### src/rtl/ddr2_host_master.sv
`timescale 1ns/1ps
// Host-side initiator for the DDR2 server controller: turns one write/read burst request
// into the put_dataFIFO / cmd_put / FETCHING sequence and returns read beats via a 2-entry skid.
//
// state        | meaning
// S_IDLE       | ready for a new request
// S_WAIT_RDY   | request latched, waiting for controller READY
// S_WR_DATA    | streaming write beats into the controller data FIFO
// S_WR_CMD     | one-cycle write command enqueue
// S_RD_CMD     | one-cycle read command enqueue
// S_RD_COLLECT | draining VALIDOUT beats into the skid buffer
module ddr2_host_master #(
  parameter int         HOST_ADDR_WIDTH = 25,
  parameter logic [2:0] CMD_READ        = 3'b001,
  parameter logic [2:0] CMD_WRITE       = 3'b010,
  parameter int         TIMEOUT_CYCLES  = 4096
) (
  input  logic                       CLK,
  input  logic                       RESET,
  input  logic                       req_valid,
  output logic                       req_ready,
  input  logic                       req_write,
  input  logic [1:0]                 req_sz,
  input  logic [HOST_ADDR_WIDTH-1:0] req_addr,
  input  logic                       wr_valid,
  output logic                       wr_ready,
  input  logic [63:0]                wr_data,
  output logic                       rd_valid,
  input  logic                       rd_ready,
  output logic [63:0]                rd_data,
  output logic [HOST_ADDR_WIDTH-1:0] rd_addr,
  output logic                       busy,
  output logic                       err_timeout,
  output logic                       err_overflow,
  output logic [2:0]                 CMD,
  output logic [1:0]                 SZ,
  output logic [HOST_ADDR_WIDTH-1:0] ADDR,
  output logic                       cmd_put,
  output logic [63:0]                DIN,
  output logic                       put_dataFIFO,
  output logic                       FETCHING,
  input  logic [63:0]                DOUT,
  input  logic [HOST_ADDR_WIDTH-1:0] RADDR,
  input  logic                       VALIDOUT,
  input  logic                       READY,
  input  logic                       NOTFULL
);

  localparam int SW = 64 + HOST_ADDR_WIDTH;
  localparam int TW = $clog2(TIMEOUT_CYCLES + 1);
  localparam logic [TW-1:0] TMO_LOAD = TW'(TIMEOUT_CYCLES - 1);

  typedef enum logic [2:0] {
    S_IDLE, S_WAIT_RDY, S_WR_DATA, S_WR_CMD, S_RD_CMD, S_RD_COLLECT
  } state_t;

  state_t                      state_q, state_d, state_nat;
  logic                        write_q, write_d;
  logic [1:0]                  sz_q, sz_d;
  logic [HOST_ADDR_WIDTH-1:0]  addr_q, addr_d;
  logic [5:0]                  beat_cnt_q, beat_cnt_d;
  logic [TW-1:0]               tmo_q, tmo_d;
  logic                        err_tmo_q, err_tmo_d;
  logic                        err_ovf_q, err_ovf_d;
  logic                        req_ready_q, req_ready_d;
  logic [1:0]                  occ_q, occ_d;
  logic                        wp_q, wp_d, rp_q, rp_d;
  logic [1:0][SW-1:0]          skid_q, skid_d;

  logic in_collect, pop, push, vo_take, wr_acc, ovf_evt, progress;
  logic [SW-1:0] head;

  assign in_collect = (state_q == S_RD_COLLECT);
  assign pop        = (occ_q != 2'd0) && rd_ready;
  assign wr_acc     = (state_q == S_WR_DATA) && NOTFULL && wr_valid;
  assign vo_take    = in_collect && VALIDOUT && (beat_cnt_q != 6'd0);
  assign push       = vo_take && ((occ_q != 2'd2) || pop);
  // A beat that cannot be stored, or arrives when none is owed, is dropped and flagged.
  assign ovf_evt    = VALIDOUT && (!in_collect || (beat_cnt_q == 6'd0) ||
                                   ((occ_q == 2'd2) && !pop));

  always_comb begin
    state_nat  = state_q;
    write_d    = write_q;
    sz_d       = sz_q;
    addr_d     = addr_q;
    beat_cnt_d = beat_cnt_q;
    tmo_d      = tmo_q;
    err_tmo_d  = err_tmo_q;
    err_ovf_d  = err_ovf_q | ovf_evt;
    skid_d     = skid_q;
    wp_d       = wp_q;
    rp_d       = rp_q;
    progress   = 1'b0;

    if (push) begin
      skid_d[wp_q] = {DOUT, RADDR};
      wp_d         = ~wp_q;
    end
    if (pop) rp_d = ~rp_q;
    occ_d = occ_q + {1'b0, push} - {1'b0, pop};

    case (state_q)
      S_IDLE: begin
        if (req_valid && req_ready_q) begin
          write_d    = req_write;
          sz_d       = req_sz;
          addr_d     = req_addr;
          beat_cnt_d = {({1'b0, req_sz} + 3'd1), 3'b000};
          state_nat  = S_WAIT_RDY;
        end
      end
      S_WAIT_RDY: begin
        if (READY) begin
          progress  = 1'b1;
          state_nat = write_q ? S_WR_DATA : S_RD_CMD;
        end
      end
      S_WR_DATA: begin
        if (wr_acc) begin
          progress   = 1'b1;
          beat_cnt_d = beat_cnt_q - 6'd1;
          if (beat_cnt_q == 6'd1) state_nat = S_WR_CMD;
        end
      end
      S_WR_CMD: state_nat = S_IDLE;
      S_RD_CMD: state_nat = S_RD_COLLECT;
      S_RD_COLLECT: begin
        if (vo_take) beat_cnt_d = beat_cnt_q - 6'd1;
        progress = vo_take || pop;
        if ((beat_cnt_d == 6'd0) && (occ_d == 2'd0)) state_nat = S_IDLE;
      end
      default: state_nat = S_IDLE;
    endcase

    // Watchdog down-counter: reloads on any movement, expiry aborts to IDLE.
    if ((state_q == S_IDLE) || (state_nat != state_q) || progress) begin
      tmo_d = TMO_LOAD;
    end else if (tmo_q == '0) begin
      err_tmo_d = 1'b1;
      state_nat = S_IDLE;
      occ_d     = 2'd0;
      wp_d      = 1'b0;
      rp_d      = 1'b0;
      tmo_d     = TMO_LOAD;
    end else begin
      tmo_d = tmo_q - TW'(1);
    end

    state_d     = state_nat;
    req_ready_d = (state_nat == S_IDLE);
  end

  always_ff @(posedge CLK or posedge RESET) begin
    if (RESET) begin
      state_q     <= S_IDLE;
      write_q     <= 1'b0;
      sz_q        <= '0;
      addr_q      <= '0;
      beat_cnt_q  <= '0;
      tmo_q       <= TMO_LOAD;
      err_tmo_q   <= 1'b0;
      err_ovf_q   <= 1'b0;
      req_ready_q <= 1'b0;
      occ_q       <= '0;
      wp_q        <= 1'b0;
      rp_q        <= 1'b0;
      skid_q      <= '0;
    end else begin
      state_q     <= state_d;
      write_q     <= write_d;
      sz_q        <= sz_d;
      addr_q      <= addr_d;
      beat_cnt_q  <= beat_cnt_d;
      tmo_q       <= tmo_d;
      err_tmo_q   <= err_tmo_d;
      err_ovf_q   <= err_ovf_d;
      req_ready_q <= req_ready_d;
      occ_q       <= occ_d;
      wp_q        <= wp_d;
      rp_q        <= rp_d;
      skid_q      <= skid_d;
    end
  end

  assign head         = skid_q[rp_q];
  assign req_ready    = req_ready_q;
  assign wr_ready     = (state_q == S_WR_DATA) && NOTFULL;
  assign DIN          = wr_data;
  assign put_dataFIFO = wr_acc;
  assign cmd_put      = (state_q == S_WR_CMD) || (state_q == S_RD_CMD);
  assign CMD          = (state_q == S_WR_CMD) ? CMD_WRITE :
                        (state_q == S_RD_CMD) ? CMD_READ  : 3'b000;
  assign SZ           = sz_q;
  assign ADDR         = addr_q;
  assign FETCHING     = in_collect && ((occ_q == 2'd0) || ((occ_q == 2'd1) && rd_ready));
  assign rd_valid     = (occ_q != 2'd0);
  assign {rd_data, rd_addr} = rd_valid ? head : '0;
  assign busy         = (state_q != S_IDLE);
  assign err_timeout  = err_tmo_q;
  assign err_overflow = err_ovf_q;

endmodule

### config.mk
export PLATFORM = sky130hd
export DESIGN_NAME = ddr2_host_master
export DESIGN_NICKNAME = d
export VERILOG_FILES = /design/src/rtl/ddr2_host_master.sv
export SDC_FILE = /design/constraint.sdc
export NUM_CORES = 1
export LEC_CHECK = 0
export CAP_MARGIN = 20
export CORE_ASPECT_RATIO = 1.5
export CORE_MARGIN = 2
export CORE_UTILIZATION = 38
export DETAILED_ROUTE_END_ITERATION = 12
export GPL_ROUTABILITY_DRIVEN = 0
export PLACE_DENSITY = 0.72
export SYNTH_ARGS = -nofsm -noshare
export SYNTH_HDL_FRONTEND = slang
export SYNTH_SLANG_ARGS = --single-unit
### constraint.sdc
create_clock -name CLK -period 13.1 [get_ports CLK]
set_input_delay 1.965 -clock CLK [delete_from_list [all_inputs] [get_ports CLK]]
set_output_delay 1.965 -clock CLK [all_outputs]
set_load 0.02 [all_outputs]
* Word-level counts from Yosys, hierarchy flattened
Index checks and enable logic that the tools add are counted.
** Word-level totals
- Register bits after elaboration :: 235
- Input bits :: 189
- Output and inout bits :: 192
- Logic and storage cells :: 110
** Cells by class
- Add/sub/neg operators :: 5
- Order comparisons :: 3
- Equal/unequal tests :: 12
- Multiplexer cells :: 35
- Bitwise gates (word level) :: 4
- Reductions and logical operators :: 37
** Operators by type and width (count)
- two-way mux 89 bit :: 4
- bitwise mux 178 bit :: 1
- demux 89 bit (select 1 bit) :: 1
- two-way mux 13 bit :: 2
- two-way mux 3 bit :: 8
- two-way mux 6 bit :: 4
- one-hot mux 6 bit (3 select lines) :: 1
- one-hot mux 3 bit (5 select lines) :: 1
- logical AND 1 bit :: 13
- logical NOT 13 bit :: 1
- subtractor 13 x 1 -> 13 bit (second input constant) :: 1
- logical NOT 6 bit :: 2
- two-way mux 1 bit :: 9
- logical OR 1 bit :: 8
- == test 3 x 2 -> 1 bit (second input constant) :: 2
- == test 3 bit (second input constant) :: 2
- == test 6 x 1 -> 1 bit (second input constant) :: 1
- logical NOT 3 bit :: 2
- two-way mux 2 bit :: 3
- != test 2 bit (second input constant) :: 3
- nonzero test 3 bit :: 2
- nonzero test 6 bit :: 1
- subtractor 6 x 1 -> 6 bit (second input constant) :: 1
- logical NOT 2 bit :: 2
- other kinds (16) :: 21

* Depth between registers and ports, before layout
- Word-level depth :: 15
- Mapped depth :: 15
- Mapped depth without buffers :: 13

* Least setup slack after synthesis
OpenSTA, ideal clock, no wires.
- Path kind :: input -> output
- Start point :: input port rd_ready
- End point :: output port FETCHING
- Arrival :: 2449 ps
- Data required time :: 11135 ps
- Slack :: 8686 ps
- Cell stages on the path :: 2
- Path buffers :: 0
- Path through :: nor2b_1 -> nor3_1
** Between the ends
- Longest elaborated chain between the ends :: 3
** RTL lines
- start: declaration :: RTL line 29 : input logic rd_ready,
- logical AND 1 bit :: RTL line 196 : assign FETCHING = in_collect && ((occ_q == 2'd0) || ((occ_q == 2'd1) && rd_ready));
- logical OR 1 bit :: RTL line 196
- logical AND 1 bit :: RTL line 196
- end: declaration :: RTL line 41 : output logic FETCHING,
Every way passes these cells.

* Worst setup path after layout
- Start point :: input port wr_valid
- End point :: output port put_dataFIFO
** Between the ends
- Longest elaborated chain between the ends :: 1
** RTL lines
- start: declaration :: RTL line 25 : input logic wr_valid,
- logical AND 1 bit :: RTL line 75 : assign wr_acc = (state_q == S_WR_DATA) && NOTFULL && wr_valid;
- end: declaration :: RTL line 40 : output logic put_dataFIFO,
Every way passes these cells.

==> results_dict.tcl <==
set metrics [dict create \
    setup_tns_ns 0 \
    finalMaxSlewViolations 0 \
    start_kind "primary input" \
    final_cell_mix "251 x clkdlybuf4s50_1, 222 x dfrtp_1, 206 x mux2_2, 109 x nor2_1, 89 x mux2i_1" \
    die_width_microns 145 \
    ctsLongestPathBuffers 3 \
    ys_seq_area_share_pct 52.2 \
    synth_cell_type_count 56 \
    syn2layout_area_growth_pct 29.5 \
    p_leak_nw 6.20 \
    hold_buffers 0 \
    hold_path_class "reg2reg" \
    synth_ff_type "dfrtp_1" \
    dp_hpwl_microns 19900 \
    die_y_microns 215 \
    yosys_warnings 0 \
    core_sq_um 29400 \
    synth_cells 921 \
    period_share_pct 40.5 \
    reg2regPathDepth 12 \
    syn_area_sq_um 11300 \
    fillers 2631 \
    fin_crit_ns 5.31 \
    viasPerCell 5.02 \
    initial_core_util_pct 38.4 \
    synth-edff-count 0 \
    worst_slew_pin_slew_ns 0.973 \
    cts_max_level 1 \
    crit_arrival_ns 3.35 \
    ir_drop_mv 0.159 \
    cts_buffers 24 \
    fmax_ghz 0.188 \
    cp.required_ns 11.14 \
    cts.sinks 235 \
    drtAntennaViolNets 0 \
    first_global_vias 8056 \
    routed_wl_microns 29000 \
    clk-insertion-delay-late_ns 0.52 \
    overflow 0 \
    worst_setup_path_end_kind "primary output" \
    first_pass_iters 4 \
    rows 77 \
    root_buffer "clkbuf_16" \
    cts_tree "done" \
    layout_commonest_cell "clkdlybuf4s50_1" \
    synth.top_cells.by_area "dfrtp_1 49%, mux2_2 21%, mux2i_1 7.9%, buf_4 4.3%, nor2_1 3.7%" \
    holdPathStages 1 \
    synth-async-reset-ratio_pct 100 \
    skew_ns 0.0164 \
    post_cts_resized 0 \
    netlist.top_cell.by_area "dfrtp_1" \
    syn_nets 1118 \
    status "completed" \
    setup_viol 0 \
    critPathMaxFanout 3 \
    io_pins 381 \
    cts_setup_buffers 0 \
    crit_type "in2out" \
    grt_pass1_wl_microns 44600 \
    ys_ff_latch 235 \
    relSlewSlack_pct 35.1 \
    drive_gt1_share_pct 25.5 \
    nNetsFinal 1288 \
    drt_iter0_markers 254 \
    max_cap_viol_count 0 \
    postSynthAreaPerCell_sq_um 12.3 \
    dieArea_sq_um 31100 \
    holdWs_ns 0.478 \
    rsz0062_at_grt "no" \
    grt_max_degree 94 \
    antenna_found_initial 1 \
    hold_violations 0 \
    post_drt_wl_per_cell_microns 19.3 \
    vias 7560 \
    netlist.area_leader.share_pct 49.4 \
    port_buffers 251 \
    grt_use_total_pct 18.4 \
    clk_pin_slew_ns 0.06 \
    drcViolationCount 0 \
    p_per_area_nw_per_um2 280 \
]
path summary, 6_finish.rpt:
kind	from	to	slack (ns)
min in group asynchronous	RESET	skid_q[136]	1.92
max in group asynchronous	RESET	rp_q	9.68
max	wr_valid	put_dataFIFO	7.79
min reg2reg	err_overflow	err_overflow	0.48
max reg2reg	state_q[2]	state_q[1]	9.04
min	err_overflow	err_overflow	0.48
final cells by class:
type / instances / area (sq um) / share of cell area, %
Timing Repair Buffer: 261 / 2610 / 17.8
Sequential cell: 235 / 5900 / 40.4
Tap cell: 395 / 494 / 3.38
Inverter: 14 / 60.1 / 0.411
Clock inverter: 8 / 118 / 0.804
Clock buffer: 36 / 757 / 5.18
Multi-Input combinational cell: 555 / 4680 / 32.0
Antenna cell: 1 / 2.50 / 0.0171
logic make-up after synthesis:
kind of cell,after synthesis,share of synthesized area (%)
and+or+nand+nor,185,7.61
DFF,235,52.2
other,1,0.0332
buffers and inverters,131,6.66
xor gates and xnor gates,12,0.931
AOI/OAI and AO/OA,54,3.22
adders and majority gates,8,0.887
muxes,295,28.4
layer usage:
layer,vias up,GRT usage [%],wire [microns]
met5,-,0,0
met4,0,12.3,2140
met3,149,2.85,1610
met2,200,32.6,15000
met1,3742,19.9,10200
li1,3469,-,-
registers in the layout, summed over array words and instances (netlist names):
register,flops
state_q,3
err_overflow,1
req_ready,1
occ_q,2
write_q,1
SZ,2
ADDR,25
rp_q,1
beat_cnt_q,6
wp_q,1
skid_q,178
tmo_q,13
err_timeout,1
critical path, cell delays in order:
cell	delay [ns]
clkdlybuf4s50_1	0.50
nand2_1	0.09
nor2_1	0.16
clkdlybuf4s50_1	0.64
Yosys cell counts, drive strengths merged (4+ instances only):
cell type	count
xnor2	7
ha	8
inv	14
o21ai	12
a21oi	9
dfstp	12
a211oi	6
dfrtp	223
mux2	206
nor2	110
nor3	7
or2	4
o31ai	4
nor4	6
buf	80
nand2	23
xor2	5
mux2i	89
clkbuf	37
nand2b	4
nor3b	4
where the power goes:
group / switching (mW) / total [mW] / internal [mW]
registers: 0.201 / 1.26 / 1.06
clock network: 0.283 / 0.740 / 0.457
logic: 1.03 / 2.08 / 1.05
per-stage QoR:
step / power [mW] / util (%) / setup WS (ns) / cells / area [sq um]
6_report: 4.09 / 49.8 / 7.79 / 1505 / 14600
5_1_grt: 4.33 / 49.8 / 7.71 / 1505 / 14600
4_1_cts: 4.15 / 49.7 / 7.79 / 1503 / 14600
3_5_place_dp: 3.39 / 46.7 / 7.79 / 1459 / 13700
3_3_place_gp: 3.35 / 46.7 / 7.81 / 1459 / 13700
2_1_floorplan: 2.57 / - / 4.71 / 921 / 11300
No activity file was read; power rests on OpenSTA's default activity.
